<file path="src/rtl/temp_avg_pkg.sv">
// Shared constants, state type and the average/round/clamp helper for temp_moving_avg.
// Build option: define TEMP_AVG_ROUND_EN for round-half-up averaging (default truncates).
package temp_avg_pkg;

    localparam int DATA_W      = 12;
    localparam int AVG_LOG2    = 3;
    localparam int MAX_DISPLAY = 2999;
    localparam int SUM_W       = DATA_W + AVG_LOG2;
    localparam int N           = 1 << AVG_LOG2;

    typedef enum logic [1:0] {
        CLR  = 2'd0,
        FILL = 2'd1,
        RUN  = 2'd2
    } state_t;

    // One extra bit keeps the rounding add from wrapping on a full-scale window.
    function automatic logic [DATA_W-1:0] avg_of_sum(input logic [SUM_W-1:0] sum);
        logic [SUM_W:0] t;
`ifdef TEMP_AVG_ROUND_EN
        t = {1'b0, sum} + (SUM_W+1)'(1 << (AVG_LOG2 - 1));
`else
        t = {1'b0, sum};
`endif
        t = t >> AVG_LOG2;
        if (t > (SUM_W+1)'(MAX_DISPLAY)) begin
            return DATA_W'(MAX_DISPLAY);
        end else begin
            return t[DATA_W-1:0];
        end
    endfunction

endpackage

</file>
<file path="src/rtl/temp_moving_avg_if.sv">
// Sample handshake, flush and average outputs of the temperature moving-average filter.
interface temp_moving_avg_if;
    import temp_avg_pkg::*;

    logic              clear;
    logic [DATA_W-1:0] sample_in;
    logic              sample_valid;
    logic              sample_ready;
    logic [DATA_W-1:0] avg_out;
    logic              avg_valid;
    logic              filling;

    modport master (
        output clear, sample_in, sample_valid,
        input  sample_ready, avg_out, avg_valid, filling
    );

    modport slave (
        input  clear, sample_in, sample_valid,
        output sample_ready, avg_out, avg_valid, filling
    );

endinterface

</file>
<file path="src/rtl/temp_sample_ring.sv">
// N-entry sample window; oldest_o is the entry the next write will overwrite.
module temp_sample_ring
    import temp_avg_pkg::*;
(
    input  logic              clk,
    input  logic              rst,
    input  logic              ptr_rst_i,
    input  logic              we_i,
    input  logic [DATA_W-1:0] wdata_i,
    output logic [DATA_W-1:0] oldest_o
);

    logic [DATA_W-1:0]   mem_q [N];
    logic [AVG_LOG2-1:0] ptr_q;

    // Storage and write pointer; the pointer wraps naturally modulo N.
    always_ff @(posedge clk or posedge rst) begin
        if (rst) begin
            ptr_q <= '0;
            for (int i = 0; i < N; i++) begin
                mem_q[i] <= '0;
            end
        end else if (ptr_rst_i) begin
            ptr_q <= '0;
        end else if (we_i) begin
            mem_q[ptr_q] <= wdata_i;
            ptr_q        <= ptr_q + AVG_LOG2'(1);
        end else begin
            ptr_q <= ptr_q;
        end
    end

    assign oldest_o = mem_q[ptr_q];

endmodule

</file>
<file path="src/rtl/temp_moving_avg.sv">
// Moving-average filter: CLR/FILL/RUN control, running window sum, clamped average output.
// Rounding mode follows TEMP_AVG_ROUND_EN (see temp_avg_pkg).
module temp_moving_avg
    import temp_avg_pkg::*;
(
    input  logic               clk,
    input  logic               rst,
    temp_moving_avg_if.slave   bus
);

    localparam logic [AVG_LOG2-1:0] LAST = AVG_LOG2'(N - 1);

    state_t              state_q, state_d;
    logic [AVG_LOG2-1:0] cnt_q, cnt_d;
    logic                ready_q, filling_q;
    logic                accept_s, ring_we_s, ptr_rst_s;
    logic [DATA_W-1:0]   ring_wdata_s, oldest_s;
    logic                acc_q, upd_q, avg_valid_q;
    logic [DATA_W-1:0]   new_q, old_q, avg_q;
    logic [SUM_W-1:0]    sum_q;

    temp_sample_ring u_ring (
        .clk       (clk),
        .rst       (rst),
        .ptr_rst_i (ptr_rst_s),
        .we_i      (ring_we_s),
        .wdata_i   (ring_wdata_s),
        .oldest_o  (oldest_s)
    );

    // Next state; CLR reuses the ring write path to zero one entry per cycle.
    always_comb begin
        state_d      = state_q;
        cnt_d        = cnt_q;
        ring_we_s    = 1'b0;
        ring_wdata_s = '0;
        ptr_rst_s    = 1'b0;
        accept_s     = bus.sample_valid && ready_q && !bus.clear;
        if (bus.clear) begin
            state_d   = CLR;
            cnt_d     = '0;
            ptr_rst_s = 1'b1;
        end else begin
            case (state_q)
                CLR: begin
                    ring_we_s = 1'b1;
                    cnt_d     = cnt_q + AVG_LOG2'(1);
                    if (cnt_q == LAST) begin
                        state_d = FILL;
                    end else begin
                        state_d = CLR;
                    end
                end
                FILL: begin
                    if (accept_s) begin
                        ring_we_s    = 1'b1;
                        ring_wdata_s = bus.sample_in;
                        cnt_d        = cnt_q + AVG_LOG2'(1);
                        state_d      = (cnt_q == LAST) ? RUN : FILL;
                    end else begin
                        state_d = FILL;
                    end
                end
                RUN: begin
                    if (accept_s) begin
                        ring_we_s    = 1'b1;
                        ring_wdata_s = bus.sample_in;
                    end else begin
                        ring_we_s = 1'b0;
                    end
                end
                default: begin
                    state_d   = CLR;
                    cnt_d     = '0;
                    ptr_rst_s = 1'b1;
                end
            endcase
        end
    end

    // State register plus status flags registered from the next state.
    always_ff @(posedge clk or posedge rst) begin
        if (rst) begin
            state_q   <= CLR;
            cnt_q     <= '0;
            ready_q   <= 1'b0;
            filling_q <= 1'b1;
        end else begin
            state_q   <= state_d;
            cnt_q     <= cnt_d;
            ready_q   <= (state_d != CLR);
            filling_q <= (state_d != RUN);
        end
    end

    // Accept -> sum -> average pipeline; clear flushes it but holds avg_out.
    always_ff @(posedge clk or posedge rst) begin
        if (rst) begin
            acc_q       <= 1'b0;
            new_q       <= '0;
            old_q       <= '0;
            sum_q       <= '0;
            upd_q       <= 1'b0;
            avg_valid_q <= 1'b0;
            avg_q       <= '0;
        end else if (bus.clear) begin
            acc_q       <= 1'b0;
            sum_q       <= '0;
            upd_q       <= 1'b0;
            avg_valid_q <= 1'b0;
        end else begin
            acc_q       <= accept_s;
            new_q       <= bus.sample_in;
            old_q       <= oldest_s;
            upd_q       <= acc_q;
            avg_valid_q <= upd_q;
            if (acc_q) begin
                sum_q <= sum_q + SUM_W'(new_q) - SUM_W'(old_q);
            end else begin
                sum_q <= sum_q;
            end
            if (upd_q) begin
                avg_q <= avg_of_sum(sum_q);
            end else begin
                avg_q <= avg_q;
            end
        end
    end

    assign bus.sample_ready = ready_q;
    assign bus.filling      = filling_q;
    assign bus.avg_out      = avg_q;
    assign bus.avg_valid    = avg_valid_q;

endmodule
</file>
<file path="src/flat_wrapper.sv">
// flat-port wrapper written by rule: the top's interface ports become plain ports
module temp_moving_avg_flat import temp_avg_pkg::*;
  (clk, rst, bus_clear, bus_sample_in, bus_sample_valid, bus_sample_ready, bus_avg_out, bus_avg_valid, bus_filling);
  temp_moving_avg_if bus_i ();
  input  logic clk;
  input  logic rst;
  input wire logic [$bits(bus_i.clear)-1:0] bus_clear;
  input wire logic [$bits(bus_i.sample_in)-1:0] bus_sample_in;
  input wire logic [$bits(bus_i.sample_valid)-1:0] bus_sample_valid;
  output wire logic [$bits(bus_i.sample_ready)-1:0] bus_sample_ready;
  output wire logic [$bits(bus_i.avg_out)-1:0] bus_avg_out;
  output wire logic [$bits(bus_i.avg_valid)-1:0] bus_avg_valid;
  output wire logic [$bits(bus_i.filling)-1:0] bus_filling;
  assign bus_i.clear = bus_clear;
  assign bus_i.sample_in = bus_sample_in;
  assign bus_i.sample_valid = bus_sample_valid;
  assign bus_sample_ready = bus_i.sample_ready;
  assign bus_avg_out = bus_i.avg_out;
  assign bus_avg_valid = bus_i.avg_valid;
  assign bus_filling = bus_i.filling;
  temp_moving_avg u_core (.clk(clk), .rst(rst), .bus(bus_i));
endmodule
</file>
<file path="config.mk">
export PLATFORM = sky130hd
export DESIGN_NAME = temp_moving_avg_flat
export DESIGN_NICKNAME = d
export VERILOG_FILES = /design/src/rtl/temp_avg_pkg.sv /design/src/rtl/temp_moving_avg_if.sv /design/src/rtl/temp_sample_ring.sv /design/src/rtl/temp_moving_avg.sv /design/src/flat_wrapper.sv
export SDC_FILE = /design/constraint.sdc
export NUM_CORES = 1
export LEC_CHECK = 0
export CAP_MARGIN = 20
export CELL_PAD_IN_SITES_DETAIL_PLACEMENT = 0
export CELL_PAD_IN_SITES_GLOBAL_PLACEMENT = 2
export CORE_MARGIN = 2
export CORE_UTILIZATION = 43
export CTS_CLUSTER_SIZE = 30
export DETAILED_ROUTE_END_ITERATION = 6
export PLACE_DENSITY = 0.88
export RECOVER_POWER = 50
export SETUP_SLACK_MARGIN = 0.3
export SYNTH_ARGS = -nofsm -noshare
export SYNTH_HDL_FRONTEND = slang
export SYNTH_SLANG_ARGS = --single-unit
</file>
<file path="constraint.sdc">
create_clock -name clk -period 7.32 [get_ports clk]
set_input_delay 1.098 -clock clk [delete_from_list [all_inputs] [get_ports clk]]
set_output_delay 1.098 -clock clk [all_outputs]
set_load 0.01 [all_outputs]
</file>
== Yosys cells after proc, flatten, opt, wreduce, memory -nomap -nowiden ==
Index checks and enable logic that the tools add are counted.

* $add $sub $neg: 4
* $mul: 0
* Div/mod/pow operators: 0
* Order comparisons: 3
* Equal/unequal tests: 6
* Shift-type cells: 0
* Muxes and demuxes: 30
* Bitwise gates (word level): 3
* Reduce and logical (&&, ||, !) cells: 13

{| class="wikitable"
|+ Operators with widths
! cell !! count
|-
| $bwmux W96 || 1
|-
| $mux W12 || 7
|-
| $bmux W12 S3 || 1
|-
| $demux W12 S3 || 1
|-
| $mux W15 || 2
|-
| $add A15 B12 Y15 || 1
|-
| $sub A15 B12 Y15 || 1
|-
| $gt A12 B12 Y1 const B || 1
|-
| $mux W3 || 4
|-
| $pmux W3 S3 || 1
|-
| $mux W1 || 8
|-
| $add A3 B1 Y3 const B || 2
|-
| $mux W2 || 3
|-
| $pmux W2 S3 || 1
|-
| $reduce_and A2 Y1 || 3
|-
| $reduce_bool A2 Y1 || 3
|-
| $ge A4 B4 Y1 const B || 1
|-
| $lt A4 B1 Y1 const B || 1
|-
| $ne A2 B2 Y1 const B || 2
|-
| $not A3 Y4 || 1
|-
| $eq A3 B3 Y1 const B || 1
|-
| $logic_and A1 B1 Y1 || 3
|-
| $ne A3 B2 Y1 const B || 1
|-
| $reduce_or A3 Y1 || 1
|-
| other kinds (7) || 8
|}

* Register bits after elaboration: 160
* Bits in latches: 0
* RAM bits: 0
* Bits in read-only memories: 0
* Bits of input ports: 16
* Output and inout port bits: 15
* Logic and storage cells: 79
* Memories kept: 0

== Depth between registers and ports, before layout ==
* Word-level depth: 7
* Depth in mapped cells: 10
* Depth with buffers taken out: 10

== By module ==
From an unflattened synthesis, not the netlist that was laid out.

* Cells, all modules: 621
* Area total of the unflattened synthesis: 8,124.0 um^2

{| class="wikitable"
|+ By module, submodules not included
! module !! instances !! cells an instance !! area each (um^2) !! sequential area each (um^2)
|-
| temp_sample_ring || 1 || 269 || 4,478.0 || 2,477.4
|-
| temp_moving_avg || 1 || 352 || 3,646.0 || 1,527.7
|}

== Worst setup path before layout ==
No wires, ideal clock.

* Path type: reg-to-reg
* From: register u_core.sum_q[3]
* To: register u_core.sum_q[7]
* Library setup time: 0.126 ns
* Arrival time: 2.339 ns
* Required time: 7.194 ns
* Setup slack: 4.854 ns
* Cell stages (with the launch flop): 10
* Path buffers: 0
* Period minus slack after synthesis: 2.466 ns
* Cell sequence: dfrtp_1 -> inv_1 -> fa_1 -> inv_1 -> ha_1 -> a21o_1 -> a21oi_2 -> nand2_1 -> a31o_2 -> a311o_1

* Word-level cells in the longest chain between the ends: 4

{| class="wikitable"
|+ RTL lines
! item !! line !! text
|-
| from (decl) || temp_moving_avg.sv:20 || <nowiki>logic [SUM_W-1:0] sum_q;</nowiki>
|-
| from (signal assigned) || temp_moving_avg.sv:118 || <nowiki>sum_q <= sum_q + SUM_W'(new_q) - SUM_W'(old_q);</nowiki>
|-
| from (signal assigned) || temp_moving_avg.sv:120 || <nowiki>sum_q <= sum_q;</nowiki>
|-
| $add A15 B12 Y15 || temp_moving_avg.sv:118 ||
|-
| $sub A15 B12 Y15 || temp_moving_avg.sv:118 ||
|-
| $mux W15 || temp_moving_avg.sv:117 || <nowiki>if (acc_q) begin</nowiki>
|-
| $mux W15 || temp_moving_avg.sv:106 || <nowiki>end else if (bus.clear) begin</nowiki>
|}

Every way passes these cells. The select of a mux whose other input is x is not followed.
A chain may end at the register's enable or synchronous reset.

== Final worst setup path ==
* From: input bus_clear
* To: register u_core.u_ring.mem_q[85] in the netlist's numbering

* Word-level cells in the longest chain between the ends: 6
* Elaborated cells on any way between the ends: 12
* Those cells by class: mux: 8; bitwise: 1; reduce/logical: 3

{| class="wikitable"
|+ RTL lines
! item !! line !! text
|-
| from (decl) || flat_wrapper.sv:7 || <nowiki>input wire logic [$bits(bus_i.clear)-1:0] bus_clear;</nowiki>
|-
| $logic_not A1 Y1 || temp_moving_avg.sv:38 || <nowiki>accept_s = bus.sample_valid && ready_q && !bus.clear;</nowiki>
|-
| $logic_and A1 B1 Y1 || temp_moving_avg.sv:38 ||
|-
| $mux W1 / $mux W12 (equally long branches) || temp_moving_avg.sv:55, temp_moving_avg.sv:65 ||
|-
| $pmux W1 S2 / $mux W12 (equally long branches) || - ||
|-
| $mux W1 / $mux W12 (equally long branches) || temp_moving_avg.sv:39 || <nowiki>if (bus.clear) begin</nowiki>
|-
| $reduce_and A2 Y1 (no source line) / $bwmux W96 (equally long branches) || - ||
|-
| to (signal, indexed assignment) || temp_sample_ring.sv:26 || <nowiki>mem_q[ptr_q] <= wdata_i;</nowiki>
|-
| to (decl) || temp_sample_ring.sv:13 || <nowiki>logic [DATA_W-1:0] mem_q [N];</nowiki>
|}

Several ways; a longest one is shown, not always the timed one.

==> flow_metrics.tcl <==
set metrics [dict create \
    synth.yosys.seq_area_share_pct 49.0 \
    dieArea_sq_um 20100 \
    hpwlAfterDp_mm 11.1 \
    fin_tns_setup_ns 0 \
    cts_tree "built" \
    final_nets 723 \
    ant_nets 0 \
    crit_slowest_cell "clkbuf_1" \
    netlist_instances 659 \
    clk_pin_slew_ns 0.06 \
    failed_checks "max-capacitance violations, max-slew violations" \
    grt_overflow 0 \
    drcViolationCount 0 \
    yosys.area.top_type "dfrtp_1" \
    cpPeakStageDelay_ns 2.10 \
    finClkSkew_ns 0.00551 \
    crit_type "input pin to register" \
    vias 5062 \
    min_from "u_core.bus.avg_out[3]" \
    worstPathRequired_ns 7.62 \
    start_kind "input pin" \
    path_cells "buf_2 -> clkbuf_1 -> nor3b_1 -> and2_0 -> mux2_2" \
    drtIter0Drc 262 \
    maxCapViolCount 2 \
    nFillCells 1653 \
    slew_headroom_pct -175 \
    drive_above_1_share_pct 25.9 \
    syn_area_sq_um 8180 \
    routabilityCongestion 0.762 \
    grt_setup_unrepaired "no" \
    clock.fmax_mhz 211 \
    ys_ff_latch 160 \
    tightest_slew_ns 4.10 \
    synth-edff-count 0 \
    synth_top_area_share_pct 48.7 \
    worst_slack_ns 2.58 \
    cp_max_fo 70 \
    r2r_cells 8 \
    reg2reg_from "u_core.sum_q[4]" \
    io_pins 31 \
    setup_viol 0 \
    synth_ff_type "dfrtp_1" \
    hold_end "u_core.bus.avg_out[3]" \
    ir_drop_v 0.000144 \
    fin_crit_ns 4.74 \
    io_buffers 30 \
    cp_data_arrival_time_ns 5.04 \
    grt_max_degree 93 \
    ctsHoldBuffers 0 \
    min_path_cells 2 \
    grt_antenna_before_repair 0 \
    wirelength_mm 16.4 \
    wl_per_cell_microns 17.8 \
    synth_common_cells "dfrtp_1 (159), mux2_2 (107), inv_1 (62)" \
    cts_made_buffers 17 \
    synth_most_common_cell "dfrtp_1" \
    die_w_microns 142 \
    numClockSinks 160 \
    h-tree-depth 4 \
    syn_avg_cell_area_sq_um 12.4 \
    rrSetupSlack_ns 4.44 \
    ys_types 57 \
    viasPerCell 5.51 \
    pre_cts_ws_ns 3.76 \
    syn2layout_area_growth_pct 12.4 \
    grt_pass1_vias 5219 \
    power_density_nw_per_um2 217 \
    core_sq_um 18700 \
    grt_usage_pct 17.5 \
    clk_latency_ns 0.42 \
    fin_crit_sh_pct 64.7 \
    end_kind "register" \
    crit_family "buffers and inverters" \
    synth.area.top_cells "dfrtp_1 (49%), mux2_2 (15%), mux4_2 (6.6%), ha_1 (3.7%), fa_1 (2.9%)" \
    root_buffer "clkbuf_16" \
    status "finished with violations" \
    grt_pass1_wl_mm 27.3 \
    p_leak_nw 4.39 \
    syn-num-nets 711 \
    async_flop_share_pct 100 \
    dieHeight_microns 142 \
    drv_slew 164 \
    hold_violations 0 \
    post_cts_buffers 0 \
    r2r_end "u_core.sum_q[11]" \
    hp-class "register to register" \
    cts-resized-gates 0 \
    start_util_pct 43.7 \
    clockBufferDepth 2 \
    ys_warn_count 0 \
    first_pass_iters 5 \
    antenna_cells 0 \
    crit_buf_inv 2 \
    placementRows 50 \
    crit_cells 5 \
]
## layer usage
metal,part of all wire [%],vias up,track usage [%],wire (microns)
met4,1.3,0,4.74,214
li1,-,2348,-,-
met2,50,67,29.8,8230
met3,2.4,21,3.14,390
met5,0,-,0,0
met1,46,2626,23.1,7530
## worst min-delay path, delay by kind of cell (launching register included)
kind | cells | cell delay (ns)
DFF | 1 | 0.34
and+or+nand+nor | 2 | 0.09
## cell type report
cell class	instances	area, sq um	share of cell area, %
inverter	62	234	2.55
tap	234	293	3.19
multi-input combinational	393	3720	40.5
timing repair buffer	37	352	3.83
clock buffer	22	474	5.16
clock inverter	10	110	1.20
sequential	160	4010	43.6
## sequential cells by signal, indices dropped and copies added (netlist names), 2 cells and up
signal	flops
u_core.cnt_q	3
u_core.new_q	12
u_core.u_ring.ptr_q	3
u_core.sum_q	15
u_core.bus.avg_out	12
u_core.state_q	2
u_core.u_ring.mem_q	96
u_core.old_q	12
## cells in the final DEF, fill, tap and decap left out, types with 9 or more instances in the layout
cell             instances
o21ai_0                 21
inv_1                   61
ha_1                    24
nand3b_1                 9
nor2_1                  19
dfrtp_1                159
a21oi_1                 21
mux4_2                  24
clkdlybuf4s50_1         14
o22a_1                   9
dlygate4sd3_1           15
fa_1                    12
mux2i_1                 17
nand2_1                 35
clkbuf_16               17
mux2_2                 107
## where the power goes
group / switching, W / internal (W) / leakage [nW]
combinational: 0.000131 / 0.0000890 / 1.90
clock: 0.000346 / 0.000527 / 0.290
sequential: 0.00000887 / 0.000896 / 2.20
total: 0.000486 / 0.00151 / 4.39
## through the flow
stage	utilization [%]	hold WS [ns]	total power, W	cells	area [sq um]
after floorplan	-	0.453	0.00108	659	8180
after global placement	45.9	0.448	0.00114	883	8590
after detailed placement	45.9	0.457	0.00114	883	8590
after CTS	49.0	0.471	0.00202	915	9170
after global routing	49.1	0.488	0.00208	918	9190
final	49.1	0.459	0.00200	918	9190
## worst max path at each step
stage	start	endpoint	slack, ns
floorplan	rst	u_core.acc_q	1.90
global placement	bus_sample_valid	u_core.u_ring.mem_q[68]	3.85
detailed placement	bus_sample_valid	u_core.u_ring.mem_q[67]	3.76
CTS	bus_sample_valid	u_core.u_ring.mem_q[67]	4.20
global route	rst	u_core.u_ring.mem_q[53]	2.11
finish	bus_clear	u_core.u_ring.mem_q[85]	2.58
## logic make-up after synthesis
group	after synthesis	synth area share, %
compound gates	90	7.48
simple gates	113	7.39
mux	149	23.6
buf+inv	106	5.45
flops	160	49.0
xor+xnor	5	0.536
fa+ha+maj	36	6.61
Power figures use the tool's default switching activity.
